`src/rtl/pipeline_sequencer.sv`:
```
// -----------------------------------------------------------------------------
// pipeline_sequencer
//
// Central pipeline control FSM for a simple in-order core. Decides every cycle
// whether the PC advances, whether a bubble is injected into decode/execute,
// and whether the fetch/decode register is flushed, based on memory stalls,
// control-flow redirects, load-use hazards and a halt instruction in fetch.
//
// Parameters:
//   DRAIN_CYCLES  cycles of bubbles issued after a halt fetch before halted
//                 asserts (legal 1..15)
//
// Ports:
//   clk          in   sole clock, rising edge
//   reset        in   synchronous, active-high reset
//   halt_fetch   in   halt instruction present in fetch
//   load_use     in   load-use hazard detected in decode
//   redirect     in   taken branch / jump / jump-register resolved in execute
//   mem_stall    in   instruction/data memory not ready
//   pc_enable    out  PC register update enable (combinational)
//   is_nop       out  inject bubble into decode/execute (combinational)
//   flush_if_id  out  clear fetch/decode pipeline register (combinational)
//   halted       out  processor halted (registered)
//   state        out  current FSM state: RUN=0 STALL_MEM=1 FLUSH=2 DRAIN=3
//                     HALTED=4 (registered, doubles as debug visibility)
//
// Optional build macro PIPELINE_SEQUENCER_PERF_EN adds:
//   stall_cycles out [15:0] cycles with pc_enable=0 outside HALTED, saturating
//   flush_count  out [15:0] cycles with flush_if_id=1, saturating
//
// Handshake note: all inputs are level-sensitive status flags sampled every
// cycle; there is no valid/ready pairing. Priority wherever inputs are sampled
// is mem_stall > redirect > load_use > halt_fetch.
// -----------------------------------------------------------------------------
module pipeline_sequencer #(
  parameter int unsigned DRAIN_CYCLES = 4
) (
  input  logic        clk,
  input  logic        reset,
  input  logic        halt_fetch,
  input  logic        load_use,
  input  logic        redirect,
  input  logic        mem_stall,
  output logic        pc_enable,
  output logic        is_nop,
  output logic        flush_if_id,
  output logic        halted,
  output logic [2:0]  state
`ifdef PIPELINE_SEQUENCER_PERF_EN
  ,
  output logic [15:0] stall_cycles,
  output logic [15:0] flush_count
`endif
);

  localparam logic [2:0] S_RUN       = 3'd0;
  localparam logic [2:0] S_STALL_MEM = 3'd1;
  localparam logic [2:0] S_FLUSH     = 3'd2;
  localparam logic [2:0] S_DRAIN     = 3'd3;
  localparam logic [2:0] S_HALTED    = 3'd4;

  // Counter is loaded with N-1 so that DRAIN lasts exactly N cycles: the
  // transition to HALTED happens on the DRAIN cycle that sees zero.
  localparam logic [3:0] DRAIN_LOAD = 4'(DRAIN_CYCLES - 1);

  logic [2:0] state_q, state_d;
  logic [3:0] cnt_q, cnt_d;
  logic       halted_q;

  always_comb begin
    state_d     = state_q;
    cnt_d       = cnt_q;
    pc_enable   = 1'b0;
    is_nop      = 1'b0;
    flush_if_id = 1'b0;

    case (state_q)
      S_RUN: begin
        if (mem_stall) begin
          state_d = S_STALL_MEM;
        end else if (redirect) begin
          pc_enable   = 1'b1;
          is_nop      = 1'b1;
          flush_if_id = 1'b1;
          state_d     = S_FLUSH;
        end else if (load_use) begin
          is_nop = 1'b1;
        end else if (halt_fetch) begin
          cnt_d   = DRAIN_LOAD;
          state_d = S_DRAIN;
        end else begin
          pc_enable = 1'b1;
        end
      end

      S_STALL_MEM: begin
        // redirect/load_use are held upstream while stalled, so only
        // mem_stall release matters here.
        if (!mem_stall) state_d = S_RUN;
      end

      S_FLUSH: begin
        is_nop    = 1'b1;
        pc_enable = !mem_stall;
        state_d   = mem_stall ? S_STALL_MEM : S_RUN;
      end

      S_DRAIN: begin
        is_nop = 1'b1;
        if (mem_stall) begin
          // freeze both state and counter
        end else if (redirect) begin
          // Halt was in a branch shadow: abandon the drain.
          pc_enable   = 1'b1;
          flush_if_id = 1'b1;
          cnt_d       = 4'd0;
          state_d     = S_FLUSH;
        end else if (cnt_q == 4'd0) begin
          state_d = S_HALTED;
        end else begin
          cnt_d = cnt_q - 4'd1;
        end
      end

      S_HALTED: begin
        is_nop = 1'b1;
      end

      default: begin
        // Unreachable encodings recover to RUN while issuing a bubble.
        is_nop  = 1'b1;
        state_d = S_RUN;
        cnt_d   = 4'd0;
      end
    endcase

    if (reset) begin
      pc_enable   = 1'b0;
      is_nop      = 1'b1;
      flush_if_id = 1'b0;
    end
  end

  always_ff @(posedge clk) begin
    if (reset) begin
      state_q  <= S_RUN;
      cnt_q    <= 4'd0;
      halted_q <= 1'b0;
    end else begin
      state_q  <= state_d;
      cnt_q    <= cnt_d;
      halted_q <= (state_d == S_HALTED);
    end
  end

  assign state  = state_q;
  assign halted = halted_q;

`ifdef PIPELINE_SEQUENCER_PERF_EN
  logic [15:0] stall_cycles_q, stall_cycles_d;
  logic [15:0] flush_count_q, flush_count_d;

  always_comb begin
    stall_cycles_d = stall_cycles_q;
    flush_count_d  = flush_count_q;
    if (!pc_enable && (state_q != S_HALTED) && (stall_cycles_q != 16'hFFFF))
      stall_cycles_d = stall_cycles_q + 16'd1;
    if (flush_if_id && (flush_count_q != 16'hFFFF))
      flush_count_d = flush_count_q + 16'd1;
  end

  always_ff @(posedge clk) begin
    if (reset) begin
      stall_cycles_q <= 16'd0;
      flush_count_q  <= 16'd0;
    end else begin
      stall_cycles_q <= stall_cycles_d;
      flush_count_q  <= flush_count_d;
    end
  end

  assign stall_cycles = stall_cycles_q;
  assign flush_count  = flush_count_q;
`endif

endmodule

```
`config.mk`:
```
export PLATFORM = sky130hd
export DESIGN_NAME = pipeline_sequencer
export DESIGN_NICKNAME = d
export VERILOG_FILES = /design/src/rtl/pipeline_sequencer.sv
export SDC_FILE = /design/constraint.sdc
export NUM_CORES = 1
export LEC_CHECK = 0
export BUFFER_PORTS_ARGS = -buffer_cell sky130_fd_sc_hd__buf_2
export CORE_AREA = 2 2 39 41
export CTS_CLUSTER_SIZE = 16
export DETAILED_ROUTE_END_ITERATION = 8
export DIE_AREA = 0 0 41 43
export HOLD_SLACK_MARGIN = 0.02
export SLEW_MARGIN = 20
export SYNTH_ARGS = -nofsm -noshare
export SYNTH_HDL_FRONTEND = slang
export SYNTH_SLANG_ARGS = --single-unit
```
`constraint.sdc`:
```
create_clock -name clk -period 3 [get_ports clk]
set_input_delay 0.3 -clock clk [delete_from_list [all_inputs] [get_ports clk]]
set_output_delay 0.3 -clock clk [all_outputs]
set_load 0.03 [all_outputs]
```
==> results.py <==
metrics = {
    "drt": {
        "postRouteAntennaNets": 0,
        "firstDrtPassIters": 4,
        "drc_errors": 0,
        "dr.first_iter.drc_count": 5,
        "via_per_inst": 5.30,
        "wirelength_um": 1130,
        "wl_per_cell_um": 11.6,
        "vias": 514,
    },
    "floorplan": {
        "std_cell_rows": 14,
        "dieArea_mm2": 0.00176,
        "die_h_um": 43,
        "die_x_um": 41,
        "io_pins": 13,
        "core_area_mm2": 0.00138,
        "initial_core_util": 0.401,
    },
    "global_routing": {
        "grt_antenna_before_repair": 0,
        "globalRouteOverflowTotal": 0,
        "grt_max_degree": 10,
        "track_usage": 0.180,
        "grt_pass1_vias": 543,
        "grt_pass1_wl_um": 2250,
    },
    "yosys": {
        "syn_area_um2": 556,
        "synth_top_area_cell": "dfxtp_1",
        "netlist-cell-type-count": 31,
        "ys_seq_area_frac": 0.288,
        "ys_warn_count": 0,
        "yosys.area.top_type_share": 0.288,
        "ys_top_cells_by_area": "dfxtp_1 29%, a21oi_1 7.2%, nor2_1 6.8%",
        "syn_nets": 77,
        "netlist_instances": 69,
        "synth-seq-cells": 8,
        "avgSynthCellArea_um2": 8.05,
    },
    "timing": {
        "rsz0062_at_grt": "false",
        "maxSlewHeadroom": 0.737,
        "fin_tns_setup_ps": 0,
        "worst_pin_slew_ps": 390,
        "setup_ws_ps": 1280,
        "timing_hold_violations_final": 0,
        "skew_ps": 5.68,
        "fin_crit_sh": 0.575,
        "slew_violations": 0,
        "fmax_mhz": 580,
        "min_period_ps": 1720,
        "setup_violations": 0,
    },
    "hold_path": {
        "hold_class": "in -> reg",
    },
    "worst_setup_path": {
        "crit_arrival_ps": 1870,
        "crit_required_ps": 3150,
        "path_cells": "inv_1, ha_1, or3b_2, nor2b_1, o31a_2",
        "critPathSlowestCell": "or3b_2",
        "critPathCaptureType": "register",
        "max_stage_delay_ps": 510,
        "worstSetupPathType": "reg -> reg",
        "crit_path_max_fanout": 5,
        "crit_path_start_kind": "register",
    },
    "clock_network": {
        "cts_tree": "built",
        "clock_latency_ps": 250,
        "post_cts_buffers": 0,
        "htree_levels": 1,
        "cts_sinks": 8,
        "clockBufferDepth": 2,
        "cts-resized-gates": 0,
        "cts.clk_slew.worst_paths_ps": 60,
        "cts_hold_buffers": 0,
        "numCtsBuffers": 3,
        "root_buffer": "clkbuf_4",
    },
    "cells_and_area": {
        "syn2layout_area_growth_pct": 15.1,
        "drive_gt1_frac": 0.309,
        "final_core_util": 0.462,
        "nFillCells": 146,
        "final_nets": 91,
        "diodes": 0,
        "final_cell_area_um2": 639,
    },
    "place": {
        "place_ws_ps": 1290,
        "place.gp.congestion": 0.826,
        "dpl_cell_area_um2": 617,
        "dp_hpwl_um": 900,
        "port_buffers": 12,
    },
    "pwr": {
        "vdd_ir_drop_max_v": 0.000240,
        "leakage_nw": 0.255,
        "power_density_mw_per_mm2": 393,
        "p_total_uw": 251,
    },
    "run": {
        "drv_cap": 0,
    },
    "status": {
        "status": "completed",
    },
}
cell usage in the layout (no fill, tap or decap), types with 2 or more instances in the layout:
| cell | n |
|---|---|
| a21oi_1 | 8 |
| buf_2 | 12 |
| clkbuf_4 | 3 |
| dfxtp_1 | 8 |
| ha_1 | 2 |
| inv_1 | 5 |
| nand2_1 | 2 |
| nor2_1 | 10 |
| nor3_1 | 6 |
| o21ai_0 | 3 |
| o21ai_1 | 2 |
routing by layer:
metal / vias up / track usage / part of all wire
met5: - / 0 / 0
met4: 0 / 0.0467 / 0.0053
met3: 2 / 0.0524 / 0.049
met2: 13 / 0.253 / 0.45
met1: 226 / 0.264 / 0.50
li1: 273 / - / -
Yosys cell counts (all sizes together):
cell type	number
or3b	2
o31ai	1
clkbuf	2
or4	1
mux2i	1
ha	2
a21oi	8
nand4	1
a211oi	1
o221a	1
dfxtp	8
buf	1
o21ai	6
nand4bb	1
or2	1
nand4b	1
nand2	2
and2	1
nor2b	1
o31a	1
nor3	7
nand2b	1
o22ai	1
o21bai	1
nor2	10
o221ai	1
inv	5
layout make-up:
cell class	instances	area, µm²	share of cell area
well taps	16	20.0	0.0313
clock buffers	3	22.5	0.0352
inverters	5	18.8	0.0294
repair buffers	12	60.1	0.0939
multi-input cells	53	358	0.560
flip-flops and latches	8	160	0.250
state kept, by name, summed over array words and instances (netlist names):
signal	flops
state	3
halted	1
cnt_q	4
kinds of logic after synthesis:
group	count (synthesis)	synth area share
fa+ha+maj	2	0.0450
buf+inv	8	0.0676
mux	1	0.0180
simple gates	29	0.302
compound gates	21	0.279
flops	8	0.288
power breakdown:
part	switching [mW]	total [mW]	internal (mW)
Clock	0.0379	0.0838	0.0459
Sequential	0.00460	0.114	0.109
Combinational	0.0324	0.0535	0.0211
critical path: cells and delay by family (launching register included):
| family | cells | cell delay (ps) |
|---|---|---|
| flip-flops | 1 | 320 |
| buffers and inverters | 1 | 110 |
| AO/OA/AOI/OAI | 1 | 330 |
| adder cells (fa/ha/maj) | 1 | 170 |
| AND/OR/NAND/NOR | 2 | 680 |
path summary, 6_finish.rpt:
check / from / end / slack (ps) / cells after the start
max: cnt_q[0] / state[0] / 1280 / 5
min: reset / cnt_q[0] / 330 / 2
max reg2reg: cnt_q[0] / state[0] / 1280 / 5
min reg2reg: cnt_q[3] / cnt_q[3] / 490 / 2
stage by stage:
stage / instances / hold WS, ps
floorplan: 69 / 462
global placement: 94 / 484
detailed placement: 94 / 490
CTS: 97 / 334
global route: 97 / 338
finish: 97 / 333
No activity file was read; power rests on OpenSTA's default activity.
